==> src/rtl/vga_pkg.sv <==
// Shared VGA raster constants: 640x480@60 timing, totals, sync polarity and coordinate width.
package vga_pkg;

  localparam int unsigned COORD_W = 10;
  localparam int unsigned MAX_TOTAL = 1 << COORD_W;

  localparam int unsigned VGA_H_ACTIVE = 640;
  localparam int unsigned VGA_H_FP     = 16;
  localparam int unsigned VGA_H_SYNC   = 96;
  localparam int unsigned VGA_H_BP     = 48;
  localparam int unsigned VGA_V_ACTIVE = 480;
  localparam int unsigned VGA_V_FP     = 10;
  localparam int unsigned VGA_V_SYNC   = 2;
  localparam int unsigned VGA_V_BP     = 33;

  localparam int unsigned H_TOTAL = VGA_H_ACTIVE + VGA_H_FP + VGA_H_SYNC + VGA_H_BP;
  localparam int unsigned V_TOTAL = VGA_V_ACTIVE + VGA_V_FP + VGA_V_SYNC + VGA_V_BP;

  localparam bit SYNC_ACTIVE_LOW = 1'b0;

  typedef logic [COORD_W-1:0] coord_t;

  typedef enum logic {
    ST_IDLE = 1'b0,
    ST_RUN  = 1'b1
  } raster_state_t;

endpackage

==> src/rtl/vga_axis_counter.sv <==
// One raster axis: wrapping position counter with active/sync region decode.
// cnt, active and sync describe the count that takes effect on the current edge.
module vga_axis_counter
  import vga_pkg::*;
#(
  parameter int unsigned ACTIVE = 640,
  parameter int unsigned FP     = 16,
  parameter int unsigned SYNC   = 96,
  parameter int unsigned BP     = 48
) (
  input  logic               clk,
  input  logic               rst_n,
  input  logic               step,
  input  logic               clear,
  output logic [COORD_W-1:0] cnt,
  output logic               wrap,
  output logic               active,
  output logic               sync
);

  localparam int unsigned TOTAL = ACTIVE + FP + SYNC + BP;
  localparam coord_t      LAST  = coord_t'(TOTAL - 1);

  if (TOTAL > MAX_TOTAL) begin : g_total_check
    $error("vga_axis_counter: axis total exceeds counter range");
  end

  coord_t cnt_q;

  assign wrap = step && (cnt_q == LAST);

  always_comb begin
    cnt = cnt_q;
    if (clear)
      cnt = '0;
    else if (step)
      cnt = wrap ? '0 : cnt_q + 1'b1;
  end

  always_ff @(posedge clk or negedge rst_n) begin
    if (!rst_n)
      cnt_q <= '0;
    else
      cnt_q <= cnt;
  end

  assign active = 32'(cnt) < ACTIVE;
  assign sync   = (32'(cnt) >= ACTIVE + FP) && (32'(cnt) < ACTIVE + FP + SYNC);

endmodule

==> src/rtl/vga_timing_ctrl.sv <==
// VGA raster sequencer: pixel clock-enable from clk_50, H/V counters and
// registered sync, display-enable, coordinate and start-pulse outputs.
module vga_timing_ctrl
  import vga_pkg::*;
#(
  parameter int unsigned H_ACTIVE = VGA_H_ACTIVE,
  parameter int unsigned H_FP     = VGA_H_FP,
  parameter int unsigned H_SYNC   = VGA_H_SYNC,
  parameter int unsigned H_BP     = VGA_H_BP,
  parameter int unsigned V_ACTIVE = VGA_V_ACTIVE,
  parameter int unsigned V_FP     = VGA_V_FP,
  parameter int unsigned V_SYNC   = VGA_V_SYNC,
  parameter int unsigned V_BP     = VGA_V_BP,
  parameter bit          SYNC_POL = SYNC_ACTIVE_LOW
) (
  input  logic               clk_50,
  input  logic               reset_n,
  input  logic               en,
  output logic               pix_ce,
  output logic               hsync,
  output logic               vsync,
  output logic               de,
  output logic [COORD_W-1:0] x,
  output logic [COORD_W-1:0] y,
  output logic               line_start,
  output logic               frame_start
);

  raster_state_t state, state_nxt;
  logic   start, advance, load, de_nxt;
  coord_t h_cnt, v_cnt;
  logic   h_wrap, v_wrap, h_active, v_active, h_sync, v_sync;

  always_ff @(posedge clk_50 or negedge reset_n) begin
    if (!reset_n)
      state <= ST_IDLE;
    else
      state <= state_nxt;
  end

  always_comb begin
    state_nxt = state;
    unique case (state)
      ST_IDLE: if (en)  state_nxt = ST_RUN;
      ST_RUN:  if (!en) state_nxt = ST_IDLE;
      default: state_nxt = ST_IDLE;
    endcase
  end

  // The start edge loads outputs for (0,0) without moving the counters.
  always_comb begin
    start   = 1'b0;
    advance = 1'b0;
    if (en) begin
      start   = (state == ST_IDLE);
      advance = (state == ST_RUN) && pix_ce;
    end
  end

  assign load   = start | advance;
  assign de_nxt = h_active & v_active;

  vga_axis_counter #(
    .ACTIVE (H_ACTIVE),
    .FP     (H_FP),
    .SYNC   (H_SYNC),
    .BP     (H_BP)
  ) u_h_axis (
    .clk    (clk_50),
    .rst_n  (reset_n),
    .step   (advance),
    .clear  (!en),
    .cnt    (h_cnt),
    .wrap   (h_wrap),
    .active (h_active),
    .sync   (h_sync)
  );

  vga_axis_counter #(
    .ACTIVE (V_ACTIVE),
    .FP     (V_FP),
    .SYNC   (V_SYNC),
    .BP     (V_BP)
  ) u_v_axis (
    .clk    (clk_50),
    .rst_n  (reset_n),
    .step   (h_wrap & advance),
    .clear  (!en),
    .cnt    (v_cnt),
    .wrap   (v_wrap),
    .active (v_active),
    .sync   (v_sync)
  );

  always_ff @(posedge clk_50 or negedge reset_n) begin
    if (!reset_n) begin
      pix_ce      <= 1'b0;
      hsync       <= !SYNC_POL;
      vsync       <= !SYNC_POL;
      de          <= 1'b0;
      x           <= '0;
      y           <= '0;
      line_start  <= 1'b0;
      frame_start <= 1'b0;
    end else if (!en) begin
      pix_ce      <= 1'b0;
      hsync       <= !SYNC_POL;
      vsync       <= !SYNC_POL;
      de          <= 1'b0;
      x           <= '0;
      y           <= '0;
      line_start  <= 1'b0;
      frame_start <= 1'b0;
    end else begin
      pix_ce      <= !pix_ce;
      line_start  <= start | h_wrap;
      frame_start <= start | (h_wrap & v_wrap);
      if (load) begin
        de    <= de_nxt;
        x     <= de_nxt ? h_cnt : '0;
        y     <= de_nxt ? v_cnt : '0;
        hsync <= h_sync ? SYNC_POL : !SYNC_POL;
        vsync <= v_sync ? SYNC_POL : !SYNC_POL;
      end
    end
  end

endmodule

==> config.mk <==
export PLATFORM = sky130hd
export DESIGN_NAME = vga_timing_ctrl
export DESIGN_NICKNAME = d
export VERILOG_FILES = /design/src/rtl/vga_pkg.sv /design/src/rtl/vga_axis_counter.sv /design/src/rtl/vga_timing_ctrl.sv
export SDC_FILE = /design/constraint.sdc
export NUM_CORES = 1
export LEC_CHECK = 0
export BUFFER_PORTS_ARGS = -buffer_cell sky130_fd_sc_hd__buf_4
export CORE_AREA = 3 3 91 67
export CTS_CLUSTER_DIAMETER = 120
export DETAILED_ROUTE_END_ITERATION = 12
export DIE_AREA = 0 0 94 70
export PLACE_DENSITY = 0.7
export SLEW_MARGIN = 20
export SYNTH_ARGS = -nofsm -noshare
export SYNTH_HDL_FRONTEND = slang
export SYNTH_SLANG_ARGS = --single-unit
==> constraint.sdc <==
create_clock -name clk_50 -period 3.5 [get_ports clk_50]
set_input_delay 0.7 -clock clk_50 [delete_from_list [all_inputs] [get_ports clk_50]]
set_output_delay 0.7 -clock clk_50 [all_outputs]
set_load 0.01 [all_outputs]
# --- Yosys cells after proc, flatten, opt, wreduce, memory -nomap -nowiden ---
# Cells that the tools add are included.
totals:
  ff_bits: 47
  input_bits: 3
  out_inout_bits: 26
  wordCells: 61
classes:
  muxes: 26
  addsub: 2
  n_bitwise: 7
  n_reduce_logical: 6
  eq_ne: 3
  n_lt_le_gt_ge: 6
op_table:
  columns: ["op", "count"]
  rows:
  - ["$mux 10", 12]
  - ["$add 10x1->10 const B", 2]
  - ["$eq 10x10->1 const B", 2]
  - ["$lt 10x10->1 const B", 2]
  - ["$lt 10x9->1 const B", 2]
  - ["$mux 1", 14]
  - ["$ge 10x10->1 const B", 1]
  - ["$ge 10x9->1 const B", 1]
  - ["$logic_and 1x1->1", 5]
  - ["$and 1x1->1", 3]
  - ["$or 1x1->1", 3]
  - ["$ne 2x1->1 const B", 1]
  - ["$logic_not 1->1", 1]
  - ["$not 1->1", 1]

# --- Depth between registers and ports, before layout ---
logic_depth:
  ltp_word: 13
  depth_mapped: 9
  ltp_nobuf: 8

# --- Cells and area by module ---
# Synthesis repeated with hierarchy kept, for this count alone.
hier_totals:
  cells_unflattened: 223
  hier_area_um2: 2418.6
modules_own_cells:
  columns: ["module", "area_per_inst_um2", "cells_per_inst", "n_inst", "seq_area_each_um2"]
  rows:
  - ["vga_timing_ctrl", 1003.5, 69, 1, 678.2]
  - ["vga_axis_counter (u_h_axis)", 721.9, 80, 1, 250.2]
  - ["vga_axis_counter (u_v_axis)", 693.2, 74, 1, 250.2]

# --- Worst setup path after synthesis ---
# OpenSTA, ideal clock, no wires.
synth_path:
  kind: "reg-to-reg"
  start: "register u_h_axis.cnt_q[6]"
  end: "register y[5]"
  required_ps: 3360
  path_stages_with_launch: 10
  path_slack_ps: 830
  synth_period_minus_slack_ps: 2670
  setup_ps: 140
  t_arrival_ps: 2530
  cell_sequence: "dfrtp_1 buf_6 or4b_4 or4_1 buf_2 nor3_2 xnor2_1 o41ai_4 buf_6 o31ai_1"
synth_via:
  elab_chain_len: 12
  word_cells_on_any_way: 17
  classes_between: "1 x add/sub; 2 x order compare; 1 x eq/ne; 9 x mux; 2 x bitwise; 2 x reduce/logical"
synth_rtl:
  columns: ["item", "line_no", "source"]
  rows:
  - ["start, declared", "vga_axis_counter.sv:28", "coord_t cnt_q;"]
  - ["start signal, assigned", "vga_axis_counter.sv:44", "cnt_q <= cnt;"]
  - ["branches (longest 9 deep; another with $add 10x1->10)", null, null]
  - ["$mux 10 (*)", "vga_timing_ctrl.sv:121", "y <= de_nxt ? v_cnt : '0;"]
  - ["$mux 10 (*)", "vga_timing_ctrl.sv:118", "if (load) begin"]
  - ["$mux 10 (*)", "vga_timing_ctrl.sv:105", "end else if (!en) begin"]
  - ["end signal, assigned", "vga_timing_ctrl.sv:121", null]
  - ["end, declared", "vga_timing_ctrl.sv:24", "output logic [COORD_W-1:0] y,"]
# Every way passes the cells marked *. The select of a mux whose other input is x is not followed.
# A chain may end at the register's enable or synchronous reset.

# --- Worst setup path in the final report ---
layout_path:
  start: "register u_h_axis.cnt_q[6]"
  end: "register x[6]"
layout_via:
  elab_chain_len: 12
  word_cells_on_any_way: 17
  classes_between: "1 x add/sub; 2 x order compare; 1 x eq/ne; 9 x mux; 2 x bitwise; 2 x reduce/logical"
layout_rtl:
  columns: ["item", "line_no", "source"]
  rows:
  - ["branches (longest 9 deep; another with $add 10x1->10)", null, null]
  - ["$mux 10 (*)", "vga_timing_ctrl.sv:120", "x <= de_nxt ? h_cnt : '0;"]
  - ["$mux 10 (*)", "vga_timing_ctrl.sv:118", null]
  - ["$mux 10 (*)", "vga_timing_ctrl.sv:105", null]
  - ["end signal, assigned", "vga_timing_ctrl.sv:120", null]
  - ["end, declared", "vga_timing_ctrl.sv:23", "output logic [COORD_W-1:0] x,"]
# Marked as above.

==> qor.csv <==
stage;metric;value;unit
clock_tree;cts_buffer_depth;2;
setup_path;crit_type;reg2reg;
sta;timing.final.crit_share;82.9;%
setup_path;crit_fanout;14;
placement;port_buffers;28;
floorplanning;std_cell_rows;22;
sta;max-slew-margin-rel;48.0;%
setup_path;cp-start-kind;flip-flop;
placement;hpwl;4.03;mm
detailed_routing;routed_wl;5.53;mm
sta;fin_ws;598;ps
setup_path;worst_path_max_delay_cell;or4_1;
clock_tree;root_buffer;clkbuf_8;
placement;routabilityCongestion;0.908;
setup_path;crit_path_end_kind;flip-flop;
sta;finalSetupViolations;0;
clock_tree;cts_setup_buffers;0;
placement;placed_cell_area;2640;sq um
yosys;synth_seq_cells;47;
placement;dpl_worst_slack;563;ps
detailed_routing;vias_per_cell;5.53;
setup_path;worstPathRequired;3670;ps
clock_tree;post_cts_resized;0;
layout;drive_above_1_share;18.5;%
yosys;async_flop_share;100;%
grt;antenna_found_initial;0;
clock_tree;clock-sinks;47;
layout;syn2layout_area_growth;16.6;%
setup_path;crit_chain;or4b_4, or4_1, nor3_2, xnor2_1, o41ai_4, buf_4, o31ai_1;
setup_path;r2r_setup_slack;600;ps
layout;fill_cells;494;
yosys;synthCells;246;
floorplanning;core-area;5230;sq um
grt;gr-total-overflow;0;
yosys;yosysSeqAreaShare;49.9;%
layout;final_nets;280;
sta;hold_violations;0;
floorplanning;ios;29;
sta;rsz0062_at_grt;no;
setup_path;critical_path.max_stage_delay;580;ps
sta;maxSlewViolCount;0;
floorplanning;die_h;70;um
sta;min_period;2900;ps
detailed_routing;dr_wl_met3;562;um
detailed_routing;wl_met2;2.14;mm
setup_path;startpoint;u_h_axis.cnt_q[6];
yosys;synth_ff_type;dfrtp_1;
clock_tree;cts_tree;built;
floorplanning;die-area;6580;sq um
worst_hold_path;hold_path_class;in2async;
detailed_routing;drtIter0Drc;169;
detailed_routing;via_count;1918;
floorplanning;start_util;45.2;%
grt;grt_max_degree;48;
yosys;synth_cell_type_count;46;
status;status;finished, final reports clean;
sta;finClkSkew;11.1;ps
flow_run;max-cap-violations;0;
clock_tree;htree_levels;2;
grt;grt_use_total;17.6;%
setup_path;critPathTopFamily;simple AND/OR/NAND/NOR gates;
floorplanning;die_w;94;um
sta;hold_ws;398;ps
yosys;synth_fp_nets;252;
detailed_routing;drt_first_pass_iters;4;
setup_path;arrival;3070;ps
detailed_routing;highest_layer;met4;
clock_tree;clk_pin_slew;90;ps
sta;fmax;345;MHz
layout;n_antenna_cell;0;
setup_path;cp_num_buf_inv;1;
clock_tree;cts_buffers;5;
detailed_routing;drc;0;
pwr;power;0.998;mW
yosys;synth_edf_count;0;
detailed_routing;ant_nets;0;
sta;setup_tns;0;ps
pwr;pwr_density_cell;362;nW/um^2
setup_path;r2r_start;u_h_axis.cnt_q[6];
pwr;leakage;1.23;nW
layout;final_area;2760;sq um
yosys;avgSynthCellArea;9.61;sq um
pwr;ir_worst_vdd;319;uV
clock_tree;cts_hold_buffers;0;
yosys;syn-cell-area;2360;sq um
clock_tree;clkLatencyLatePin;300;ps
grt;grt_pass1_wl;9.14;mm
grt;grt_pass1_vias;1794;
sta;worst_pin_slew;780;ps
detailed_routing;wl_met1;2.82;mm
detailed_routing;wl_per_cell;15.9;um
yosys;yosys_warnings;0;
layout make-up:
class	count	area [sq um]	area share, %
clock inverter	3	43.8	1.59
inverter	9	33.8	1.23
timing repair buffer	34	255	9.26
clock buffer	5	68.8	2.50
multi-input combinational	177	1080	39.4
tap	72	90.1	3.27
sequential	47	1180	42.8
stage by stage:
step | cells | util, %
5_1_grt | 347 | 52.7
6_report | 347 | 52.7
3_5_place_dp | 339 | 50.5
4_1_cts | 347 | 52.7
3_3_place_gp | 339 | 50.5
2_1_floorplan | 246 | -
sequential cells by signal, summed over array words and instances, names as in the netlist:
name            flops
y                  10
pix_ce              1
de                  1
u_h_axis.cnt_q     10
state               1
x                  10
hsync               1
u_v_axis.cnt_q     10
frame_start         1
line_start          1
vsync               1
cells in the mapped netlist, types with 2 or more instances:
cell	count	area, sq um
dfrtp_1	45	1130
buf_6	3	33.8
o21ai_0	4	20.0
nor2_1	21	78.8
nand4_1	7	43.8
or3_1	2	12.5
and2_1	5	31.3
clkbuf_1	9	33.8
o41ai_1	4	35.0
and4_1	3	26.3
and3_1	3	18.8
nand2_1	39	146
o21ai_1	6	30.0
o31ai_1	11	82.6
inv_1	8	30.0
a41oi_1	2	17.5
a21oi_1	4	20.0
a31oi_1	2	12.5
nand3_1	10	50.1
xor2_1	6	52.6
xnor2_1	10	87.6
dfstp_2	2	52.6
ha_1	3	37.5
nor3_1	10	50.1
nor4_1	6	37.5
where the power goes:
part	internal, mW	switching (mW)
clock	0.213	0.189
combinational	0.0112	0.0335
sequential	0.547	0.00415
cells by family (layout without fill, tap and decap cells):
| kind of cell | count (synthesis) | in the layout | synth area share [%] |
|---|---|---|---|
| multiplexers | 2 | 2 | 0.900 |
| XOR/XNOR | 16 | 16 | 5.93 |
| buffers and inverters | 22 | 51 | 4.50 |
| flip-flops | 47 | 47 | 49.9 |
| AO/OA/AOI/OAI | 43 | 43 | 13.6 |
| AND/OR/NAND/NOR | 113 | 113 | 23.6 |
| adder cells (fa/ha/maj) | 3 | 3 | 1.59 |
cell usage in the layout (no fill, tap or decap), types with 2 or more instances in the layout:
| cell | n |
|---|---|
| o41ai_1 | 4 |
| a41oi_1 | 2 |
| and2_1 | 5 |
| and4_1 | 3 |
| nand4_1 | 7 |
| dfstp_2 | 2 |
| nor3_1 | 10 |
| nand3_1 | 10 |
| buf_4 | 34 |
| nor2_1 | 21 |
| dfrtp_1 | 45 |
| inv_1 | 8 |
| o21ai_1 | 6 |
| clkbuf_8 | 5 |
| xor2_1 | 6 |
| and3_1 | 3 |
| o31ai_1 | 11 |
| or3_1 | 2 |
| nor4_1 | 5 |
| nand2_1 | 39 |
| ha_1 | 3 |
| xnor2_1 | 10 |
| o21ai_0 | 4 |
| a21oi_1 | 4 |
| a31oi_1 | 2 |
final timing paths:
check / end / cells past startpoint
setup / recovery: x[6] / 7
max in group asynchronous: x[2] / 1
min in group clk_50: y[6] / 2
hold reg to reg: y[6] / 2
setup reg to reg: x[6] / 7
hold / removal: x[8] / 1
metal layers:
metal / track usage (%) / up-vias
met2: 22.3 / 69
met3: 5.27 / 2
li1: - / 938
met5: 0 / -
met1: 28.8 / 909
met4: 3.04 / 0
Power figures use the tool's default switching activity.
